--- src/rtl/pipe_pkg.sv ---
// Shared pipeline types: datapath width, the canonical NOP and the IF/ID payload.
// Later stage registers reuse if_id_t so the fetch payload layout lives in one place.
package pipe_pkg;

    localparam int XLEN = 32;
    localparam logic [XLEN-1:0] NOP_INST = 32'h0000_0013;

    typedef struct packed {
        logic [XLEN-1:0] inst;
        logic [XLEN-1:0] pc;
        logic [XLEN-1:0] pc4;
    } if_id_t;

endpackage

--- src/rtl/if_id_buffer_if.sv ---
// Fetch-side and decode-side handshake bundle of the IF/ID buffer.
// The buffer is the slave; the fetch/decode stages (or a bench) drive the master side.
interface if_id_buffer_if;
    import pipe_pkg::*;

    logic            IF_valid;
    logic [XLEN-1:0] IF_inst;
    logic [XLEN-1:0] IF_pc;
    logic [XLEN-1:0] IF_pc4;
    logic            IF_stall;

    logic            ID_ready;
    logic            ID_valid;
    logic [XLEN-1:0] ID_inst;
    logic [XLEN-1:0] ID_pc;
    logic [XLEN-1:0] ID_pc4;

    modport slave (
        input  IF_valid, IF_inst, IF_pc, IF_pc4, ID_ready,
        output IF_stall, ID_valid, ID_inst, ID_pc, ID_pc4
    );

    modport master (
        output IF_valid, IF_inst, IF_pc, IF_pc4, ID_ready,
        input  IF_stall, ID_valid, ID_inst, ID_pc, ID_pc4
    );

endinterface

--- src/rtl/if_id_buffer.sv ---
// Circular IF/ID instruction buffer: decouples fetch from decode stalls and
// drops everything in flight when EX resolves a taken jump/branch.
module if_id_buffer
    import pipe_pkg::*;
#(
    parameter int DEPTH = 2
) (
    input  logic           clk,
    input  logic           rst,
    input  logic           EX_jump,
    if_id_buffer_if.slave  bus
);

    localparam int PW = $clog2(DEPTH);
    localparam int CW = PW + 1;
    localparam logic [CW-1:0] FULL = CW'(DEPTH);

    logic [PW-1:0] wp_q, wp_d;
    logic [PW-1:0] rp_q, rp_d;
    logic [CW-1:0] count_q, count_d;
    if_id_t        mem_q [DEPTH];

    logic   push;
    logic   pop;
    logic   full;
    logic   head_valid;
    if_id_t head;

    // Stall depends on registered occupancy only, so ID_ready never reaches IF_stall.
    assign full       = (count_q == FULL);
    assign head_valid = (count_q != '0);

    always_comb begin
        push    = bus.IF_valid & ~full & ~EX_jump;
        pop     = head_valid & bus.ID_ready & ~EX_jump;
        wp_d    = wp_q;
        rp_d    = rp_q;
        count_d = count_q;
        if (EX_jump) begin
            wp_d    = '0;
            rp_d    = '0;
            count_d = '0;
        end else begin
            if (push) wp_d = wp_q + 1'b1;
            if (pop)  rp_d = rp_q + 1'b1;
            case ({push, pop})
                2'b10:   count_d = count_q + 1'b1;
                2'b01:   count_d = count_q - 1'b1;
                default: count_d = count_q;
            endcase
        end
    end

    always_ff @(posedge clk) begin
        if (rst) begin
            wp_q    <= '0;
            rp_q    <= '0;
            count_q <= '0;
        end else begin
            wp_q    <= wp_d;
            rp_q    <= rp_d;
            count_q <= count_d;
        end
    end

    // Payload storage is never cleared; occupancy alone decides what is visible.
    always_ff @(posedge clk) begin
        if (push) begin
            mem_q[wp_q] <= '{inst: bus.IF_inst, pc: bus.IF_pc, pc4: bus.IF_pc4};
        end
    end

    assign head = mem_q[rp_q];

    assign bus.IF_stall = full;
    assign bus.ID_valid = head_valid;
    assign bus.ID_inst  = head_valid ? head.inst : NOP_INST;
    assign bus.ID_pc    = head_valid ? head.pc   : '0;
    assign bus.ID_pc4   = head_valid ? head.pc4  : '0;

endmodule

--- src/flat_wrapper.sv ---
// flat-port wrapper written by rule: the top's interface ports become plain ports
module if_id_buffer_flat import pipe_pkg::*;
#(
    parameter int DEPTH = 2
)
  (clk, rst, EX_jump, bus_IF_valid, bus_IF_inst, bus_IF_pc, bus_IF_pc4, bus_ID_ready, bus_IF_stall, bus_ID_valid, bus_ID_inst, bus_ID_pc, bus_ID_pc4);
  if_id_buffer_if bus_i ();
  input  logic clk;
  input  logic rst;
  input  logic EX_jump;
  input wire logic [$bits(bus_i.IF_valid)-1:0] bus_IF_valid;
  input wire logic [$bits(bus_i.IF_inst)-1:0] bus_IF_inst;
  input wire logic [$bits(bus_i.IF_pc)-1:0] bus_IF_pc;
  input wire logic [$bits(bus_i.IF_pc4)-1:0] bus_IF_pc4;
  input wire logic [$bits(bus_i.ID_ready)-1:0] bus_ID_ready;
  output wire logic [$bits(bus_i.IF_stall)-1:0] bus_IF_stall;
  output wire logic [$bits(bus_i.ID_valid)-1:0] bus_ID_valid;
  output wire logic [$bits(bus_i.ID_inst)-1:0] bus_ID_inst;
  output wire logic [$bits(bus_i.ID_pc)-1:0] bus_ID_pc;
  output wire logic [$bits(bus_i.ID_pc4)-1:0] bus_ID_pc4;
  assign bus_i.IF_valid = bus_IF_valid;
  assign bus_i.IF_inst = bus_IF_inst;
  assign bus_i.IF_pc = bus_IF_pc;
  assign bus_i.IF_pc4 = bus_IF_pc4;
  assign bus_i.ID_ready = bus_ID_ready;
  assign bus_IF_stall = bus_i.IF_stall;
  assign bus_ID_valid = bus_i.ID_valid;
  assign bus_ID_inst = bus_i.ID_inst;
  assign bus_ID_pc = bus_i.ID_pc;
  assign bus_ID_pc4 = bus_i.ID_pc4;
  if_id_buffer #(.DEPTH(DEPTH)) u_core (.clk(clk), .rst(rst), .EX_jump(EX_jump), .bus(bus_i));
endmodule
--- config.mk ---
export PLATFORM = sky130hd
export DESIGN_NAME = if_id_buffer_flat
export DESIGN_NICKNAME = d
export VERILOG_FILES = /design/src/rtl/pipe_pkg.sv /design/src/rtl/if_id_buffer_if.sv /design/src/rtl/if_id_buffer.sv /design/src/flat_wrapper.sv
export SDC_FILE = /design/constraint.sdc
export NUM_CORES = 1
export LEC_CHECK = 0
export ABC_AREA = 0
export CORE_MARGIN = 2
export CORE_UTILIZATION = 48
export DETAILED_ROUTE_END_ITERATION = 8
export GPL_TIMING_DRIVEN = 0
export HOLD_SLACK_MARGIN = 0.02
export PLACE_DENSITY = 0.79
export SLEW_MARGIN = 5
export SYNTH_ARGS = -nofsm -noshare
export SYNTH_HDL_FRONTEND = slang
export SYNTH_SLANG_ARGS = --single-unit
export TNS_END_PERCENT = 10
--- constraint.sdc ---
create_clock -name clk -period 7.7 [get_ports clk]
set_clock_uncertainty 0.15 [all_clocks]
set_input_delay 0.77 -clock clk [delete_from_list [all_inputs] [get_ports clk]]
set_output_delay 0.77 -clock clk [all_outputs]
set_load 0.01 [all_outputs]
==> out/results.tsv, run 1 <==
metric	value	unit
period_utilization	41.11	%
grt_pass1_vias	4595	
postCtsHoldBufs	0	
mostFrequentLayoutCells	sky130_fd_sc_hd__clkdlybuf4s50_1, sky130_fd_sc_hd__edfxtp_1, sky130_fd_sc_hd__nor2_1	
power.density_cell_area	214.2	nW/µm²
synth_top_family_by_area	multiplexers	
cp.arrival	2.25	ns
placeableCoreArea	15200	µm²
tritoncts	done	
route.final.wire_length	15150	µm
final_core_util	68.39	%
number_of_stages_on_the_worst_hold_path	2	
clkLatencyLatePin	0.42	ns
postSynthNetCount	536	
drtAntennaViolNets	0	
clock_sinks	197	
worst_r2r_path_depth	5	
max-clock-path-buffers	2	
cts_repair_resize_count	0	
worst-endpoint-required	6.78	ns
hold_path_startpoint	u_core.rp_q	
grt_antenna_before_repair	0	
antenna_cells	0	
finalWorstPathRequiredPeriod	3.166	ns
area_growth_syn_to_layout	39.39	%
area_used_by_multi_input_combinational_logic	1460	µm²
path_max_fanout	10	
dp_hpwl	10340	µm
drt_first_iter_violations	280	
detailed_place.area	9826	µm²
crit_path_start_kind	flip-flop	
rsz0062_at_grt	false	
yosysUniqueCellTypes	21	
fin_total_pwr	2.227	mW
drv_slew	0	
cts_root_buf	sky130_fd_sc_hd__clkbuf_16	
synth-seq-area-share	78.64	%
synthesis.yosys.warnings	0	
drcViolationCount	0	
rows	45	
nNetsFinal	759	
synth_xor_xnor_area_share	0.3523	%
yosys-mux-area-fraction	12.88	%
reg2reg_from	u_core.count_q[0]	
detail_route.wl_per_cell	17.66	µm
number_of_primary_i_o_pins	199	
drt-pass1-iter-count	4	
post_cts_buffers	0	
io_buffers	198	
gr-usage-all-layers	18.61	%
layout.filler_cells	1002	
post-place-ws	4.616	ns
worstSetupPathType	reg2out	
yosys.area_share.adder	0.1678	%
worst_pin_slew	0.5898	ns
clock.fmax	315.9	MHz
grt_max_degree	33	
layout-drive-gt1-share	8.507	%
instances_no_fill	858	
synthCells	434	
synth_compound_gate_area_share	0.3691	%
start_util	49.06	%
maxCapViolCount	0	
layout.cells.most_common	sky130_fd_sc_hd__clkdlybuf4s50_1	
grt_pass1_wl	23330	µm
cts_buffers	17	
hp_class	reg2reg	
die_w	128.7	µm
irDropWorstVdd	0.1489	mV
dp_cells	826	
register_area	5866	µm²
crit_path_end_kind	output port	
dieArea	16550	µm²
slew_headroom	60.59	%
design_area	10400	µm²
synth_simple_gate_area_share	5.603	%
timing.rr.end	u_core.mem_q[0][68]	
netlist_area	7458	µm²
total_leakage_power	3.338	nW
grt_overflow	0	
rrSetupSlack	5.32	ns
cts_htree_levels	4	
synthesis.area_per_instance	17.19	µm²
gpl.final_weighted_congestion	0.7347	
postSynthRegisterBits	197	
status	finished clean	
routed_vias	4321	
clkTransAtPathRegs	0.06	ns
worst_slack	4.534	ns
routed_via_density	5.036	
critical_path_launch_point	u_core.count_q[0]	
finalSetupViolCount	0	
finalHoldViolations	0	
die_h	128.7	µm
[registers in the layout, indices dropped and copies added (netlist names), named ones only]
register and flops:
u_core.count_q 2, u_core.wp_q 1, u_core.rp_q 1, u_core.mem_q 192
[Yosys cell counts (all sizes together)]
cell    number  area share (%)
nor2       100             5.0
a21o         1            0.10
mux2i       96              13
o21ai        2            0.13
nand2b       1           0.084
nand3b       1            0.10
edfxtp     192              77
buf         18             1.7
dfxtp        5             1.3
xnor2        1            0.12
nand3        1           0.067
ha           1            0.17
or2          1           0.084
inv          3            0.15
or3          1           0.084
xor2         2            0.23
a21oi        2            0.13
clkbuf       3            0.15
nand2        3            0.15
[layout make-up]
| cell class | count | share of cell area (%) |
|---|---|---|
| Timing Repair Buffer | 204 | 20.36 |
| Inverter | 3 | 0.1083 |
| Tap cell | 188 | 2.263 |
| Multi-Input combinational cell | 213 | 14.05 |
| Clock buffer | 22 | 4.561 |
| Buffer | 21 | 1.312 |
| Sequential cell | 197 | 56.42 |
| Clock inverter | 10 | 0.9267 |
[power by group]
| part | switching (mW) | leakage [nW] | internal, mW |
|---|---|---|---|
| registers | 0.00773 | 1.80 | 1.21 |
| clock network | 0.371 | 0.282 | 0.476 |
| logic | 0.0702 | 1.25 | 0.0922 |
[routing by layer]
metal / part of all wire, % / global-route usage [%] / wire length, µm
met5: 0 / 0 / 0
met4: 1.0 / 5.691 / 158
met3: 6.8 / 6.195 / 1034
met2: 51 / 31.87 / 7705
met1: 41 / 22.55 / 6253
[logic make-up after synthesis]
family,count (synthesis)
mux,96
fa+ha+maj,1
simple gates,108
compound gates,5
flops,197
xor+xnor,3
buf+inv,24
[worst max-delay path by stage]
stage	end	depth (start not counted)
finish	bus_ID_pc[4]	5
global route	bus_ID_pc[4]	5
CTS	bus_ID_inst[24]	5
detailed placement	u_core.mem_q[0][78]	5
global placement	u_core.mem_q[0][71]	3
floorplan	u_core.mem_q[0][0]	2
[critical path: stages, from the launching register on]
cell,delay [ns]
sky130_fd_sc_hd__dfxtp_1,0.36
sky130_fd_sc_hd__nor2_1,0.25
sky130_fd_sc_hd__buf_2,0.35
sky130_fd_sc_hd__buf_2,0.29
sky130_fd_sc_hd__nor2_1,0.10
sky130_fd_sc_hd__clkdlybuf4s50_1,0.49
[stage by stage]
step                hold slack [ns]  TNS (ns)
CTS                          0.3787         0
floorplan                    0.3225         0
finish                       0.3810         0
global placement             0.3355    -73.57
detailed placement           0.3625         0
global route                 0.4230         0
(Power assumes the default switching activity.)
==> run 2, diff against run 1 <==
- clock period: 7.7 -> 3.2 ns (I/O delays scaled with it)
==> run 2 against run 1 <==
Against the previous run:
- register-to-register slack got worse by 4.3 ns
- utilization is 0.25 points lower
- hold slack worse by 0.053 ns
- cell count down 0.12%
- sequential power grew 140%
- cell area down 0.36%
- global-route usage shrank 0.13 points
- clock power is 140% higher
- clock-buffer cell count shrank 2
- critical path type unchanged
- critical endpoint is now bus_ID_pc[15]
==> out/results.tsv, run 2 (same netlist as run 1, synthesis figures left out) <==
metric	value	unit
status	finished clean	
drv_slew	0	
worst-endpoint-required	2.73	ns
placeableCoreArea	15200	µm²
whs	0.3281	ns
largest_register_ff_count	192	
crit_path_start_kind	flip-flop	
path_max_fanout	10	
antenna_cells	0	
clock.fmax	372.9	MHz
mostFrequentLayoutCells	sky130_fd_sc_hd__clkdlybuf4s50_1, sky130_fd_sc_hd__edfxtp_1, sky130_fd_sc_hd__nor2_1	
clock_sinks	197	
routed_vias	4347	
number_of_stages_on_the_worst_hold_path	1	
routed_via_density	5.072	
worst_pin_slew	0.4927	ns
instances_no_fill	857	
period_utilization	83.81	%
dieArea	16550	µm²
slew_headroom	67.15	%
total_leakage_power	3.316	nW
tritoncts	done	
detail_route.wl_per_cell	17.59	µm
drt-pass1-iter-count	4	
rrSetupSlack	0.99	ns
largest_registers_ranked_by_flip_flop_count	u_core.mem_q x192, u_core.count_q x2	
route.final.wire_length	15080	µm
cts_root_buf	sky130_fd_sc_hd__clkbuf_16	
cts_htree_levels	4	
worst_r2r_path_depth	5	
maxCapViolCount	0	
worstSetupPathType	reg2out	
cp_num_cells	5	
drcViolationCount	0	
grt_antenna_before_repair	0	
cp_top_family	buffers and inverters	
irDropWorstVdd	0.3511	mV
clkLatencyLatePin	0.42	ns
cts_buffers	17	
dp_hpwl	10380	µm
max-clock-path-buffers	2	
finalHoldViolations	0	
die_w	128.7	µm
rsz0062_at_grt	false	
timing.rr.end	u_core.mem_q[0][94]	
grt_pass1_wl	22750	µm
power.density_cell_area	513.6	nW/µm²
critical_path.slowest_cell	sky130_fd_sc_hd__clkdlybuf4s50_1	
cp_cell_sequence	nor2_1 > buf_2 > buf_2 > nor2_1 > clkdlybuf4s50_1	
die_h	128.7	µm
cp_slowest_stage_delay	0.51	ns
drt_first_iter_violations	259	
layout.cells.most_common	sky130_fd_sc_hd__clkdlybuf4s50_1	
fin_tns_setup	0	ns
cts_repair_resize_count	0	
gpl.final_weighted_congestion	0.7360	
reg2reg_from	u_core.count_q[0]	
hold_path_startpoint	bus_IF_pc4[19]	
final_core_util	68.14	%
grt_max_degree	33	
area_used_by_multi_input_combinational_logic	1460	µm²
cp.arrival	2.21	ns
area_growth_syn_to_layout	38.89	%
io_buffers	198	
post_cts_buffers	0	
rows	45	
register_area	5866	µm²
start_util	49.06	%
finalSetupViolCount	0	
hp_class	in2reg	
timing.critical_path.buf_inv	3	
layout-drive-gt1-share	7.773	%
grt_overflow	0	
dp_cells	826	
gr-usage-all-layers	18.48	%
holdPathEnd	u_core.mem_q[0][19]	
clkTransAtPathRegs	0.07	ns
drtAntennaViolNets	0	
number_of_primary_i_o_pins	199	
postCtsHoldBufs	0	
nNetsFinal	759	
grt_pass1_vias	4494	
finalWorstPathRequiredPeriod	2.682	ns
crit_path_end_kind	output port	
top_register	u_core.mem_q	
layout.filler_cells	1025	
run 2: cell types whose count changed in the layout (fill, tap and decap cells not counted), sizes merged:
cell / change
clkinv: +4
bufinv: +1
clkbuf: -2
inv: -4
run 2: worst max path at each step:
stage | start | endpoint | slack (ns)
after floorplan | u_core.count_q[0] | u_core.mem_q[1][0] | -0.60
after global placement | EX_jump | u_core.mem_q[0][57] | -2.17
after detailed placement | EX_jump | u_core.mem_q[0][51] | 0.73
after CTS | u_core.count_q[0] | bus_ID_inst[26] | 0.48
after global routing | u_core.count_q[0] | bus_ID_pc[15] | 0.35
final | u_core.count_q[0] | bus_ID_pc[15] | 0.52
run 2: through the flow:
step	power [mW]	instance area, µm²	setup WS, ns
3_5_place_dp	3.379	9811	0.7335
3_3_place_gp	3.356	9681	-2.170
6_report	5.321	10360	0.5181
2_1_floorplan	3.118	7463	-0.5995
5_1_grt	5.501	10360	0.3533
4_1_cts	5.363	10360	0.4762
run 2: power breakdown:
part	switching [mW]	leakage [nW]	total [mW]	internal (mW)
Clock	0.863	0.266	2.00	1.14
Combinational	0.169	1.25	0.390	0.220
Sequential	0.0185	1.80	2.93	2.91
run 2: metal layers:
layer,up-vias,share of wire [%],global-route usage [%]
met5,-,0,0
met4,0,1.1,6.074
met3,14,7.0,5.988
met2,151,50,31.62
met1,2140,41,22.32
li1,2042,-,-
run 2: area by class of cell:
class	instances	area share, %
sequential	197	56.63
timing repair buffer	204	20.29
multi-input combinational	213	14.10
clock buffer	20	4.215
tap	188	2.271
buffer	21	1.317
clock inverter	11	1.075
inverter	3	0.1087
==> run 3, diff against run 2 <==
- clock period: 3.2 -> 2.48 ns (I/O delays scaled with it)
==> run 3 against run 2 <==
Against the previous run:
- sequential cell count did not move
- setup slack got worse by 0.43 ns
- cell area is 0.92% higher
- clock power increased by 27%
- register-to-register slack got worse by 0.87 ns
- global-route usage is essentially flat
- highest routed layer unchanged
- via count is 0.76% lower
- non-clock buffer count is the same
- hold slack worse by 0.078 ns
- routed wire length is essentially flat
- utilization grew 0.63 points
- first-iteration DRC count shrank 18%
- largest power group unchanged
==> out/results.tsv, run 3 (same netlist as run 1, synthesis figures left out) <==
metric	value	unit
cp_slowest_stage_delay	0.55	ns
grt_pass1_vias	4559	
max-clock-path-buffers	2	
clock_sinks	197	
irDropWorstVdd	0.4275	mV
worst-endpoint-required	2.08	ns
path_max_fanout	10	
worst_pin_slew	0.7549	ns
tritoncts	done	
top_register	u_core.mem_q	
period_utilization	96.27	%
drt-pass1-iter-count	4	
timing.critical_path.buf_inv	4	
dieArea	16550	µm²
drtAntennaViolNets	0	
io_buffers	198	
area_growth_syn_to_layout	40.16	%
worst_slack	0.09256	ns
clkTransAtPathRegs	0.07	ns
clkLatencyLatePin	0.43	ns
die_h	128.7	µm
post_cts_buffers	0	
nNetsFinal	759	
worst_r2r_path_depth	5	
finalWorstPathRequiredPeriod	2.387	ns
placeableCoreArea	15200	µm²
cp_cell_sequence	buf_4 > buf_12 > buf_8 > mux2i_1 > nor2_1 > clkdlybuf4s50_1	
dp_hpwl	10510	µm
finalHoldViolations	0	
gr-usage-all-layers	18.48	%
largest_register_ff_count	192	
clock.fmax	418.9	MHz
routed_vias	4314	
crit_path_end_kind	output port	
grt_antenna_before_repair	0	
routed_via_density	5.028	
area_used_by_multi_input_combinational_logic	1470	µm²
hp_class	in2reg	
grt_pass1_wl	23030	µm
layout-drive-gt1-share	9.552	%
endpoint	bus_ID_inst[28]	
rrSetupSlack	0.12	ns
cp_num_cells	6	
post-place-ws	-0.1568	ns
cp.arrival	1.99	ns
rsz0062_at_grt	true	
total_leakage_power	3.442	nW
power.density_cell_area	652.7	nW/µm²
finalSetupViolCount	0	
drcViolationCount	0	
gpl.final_weighted_congestion	0.7245	
layout.filler_cells	1012	
status	finished clean	
reg2reg_from	u_core.count_q[0]	
timing.rr.end	u_core.mem_q[1][54]	
mostFrequentLayoutCells	sky130_fd_sc_hd__edfxtp_1, sky130_fd_sc_hd__clkdlybuf4s50_1, sky130_fd_sc_hd__nor2_1	
maxCapViolCount	0	
cts_root_buf	sky130_fd_sc_hd__clkbuf_16	
rows	45	
drv_slew	0	
drt_first_iter_violations	213	
grt_overflow	0	
number_of_primary_i_o_pins	199	
route.final.wire_length	15060	µm
cts_htree_levels	4	
critical_path.slowest_cell	sky130_fd_sc_hd__clkdlybuf4s50_1	
register_area	5868	µm²
slew_headroom	49.56	%
start_util	49.06	%
grt_max_degree	30	
cts_buffers	17	
cp_top_family	buffers and inverters	
detail_route.wl_per_cell	17.56	µm
final_core_util	68.77	%
layout.cells.most_common	sky130_fd_sc_hd__edfxtp_1	
die_w	128.7	µm
crit_path_start_kind	flip-flop	
worstSetupPathType	reg2out	
largest_registers_ranked_by_flip_flop_count	u_core.mem_q x192, u_core.count_q x2	
antenna_cells	0	
-- run 3: worst min path at each step --
stage                                from                  end  cells past startpoint
after global routing      bus_IF_inst[19]  u_core.mem_q[1][83]                      1
after floorplan             bus_IF_pc4[0]   u_core.mem_q[0][0]                      0
after CTS                 bus_IF_inst[19]  u_core.mem_q[0][83]                      1
after global placement        u_core.rp_q          u_core.rp_q                      2
final                      bus_IF_pc4[23]  u_core.mem_q[1][23]                      1
after detailed placement      u_core.rp_q          u_core.rp_q                      2
-- run 3: per-stage QoR --
stage | instance area (µm²) | hold slack, ns | TNS, ns | instances | power (mW)
floorplan | 7482 | 0.1969 | -47.94 | 434 | 4.021
global placement | 9699 | 0.3381 | -243.55 | 820 | 4.326
detailed placement | 9834 | 0.3559 | -6.515 | 826 | 4.361
CTS | 10410 | 0.2281 | 0 | 858 | 6.881
global route | 10450 | 0.2237 | -0.01820 | 858 | 7.056
finish | 10450 | 0.2501 | 0 | 858 | 6.823
-- run 3: per-layer routing --
metal,track usage [%],routed length (µm),up-vias
met4,7.353,335,0
met1,21.59,5897,2076
met2,31.56,7649,159
met5,0,0,-
li1,-,-,2052
met3,6.320,1182,27
-- run 3: repair_timing --
action	CTS	global route
endpoints found under the setup margin	68	49
gates resized for setup	14	17
hold buffers	0	0
-- run 3: layout make-up --
class	count	share of cell area, %
Inverter	3	0.1077
Clock buffer	17	4.069
Buffer	21	1.843
Timing Repair Buffer	204	20.37
Sequential cell	197	56.13
Multi-Input combinational cell	213	14.06
Tap cell	188	2.250
Clock inverter	15	1.161
-- run 3: power by group --
part	internal [mW]	switching (mW)	leakage (nW)
clock network	1.31	1.23	0.259
registers	3.76	0.0230	1.80
logic	0.291	0.219	1.38
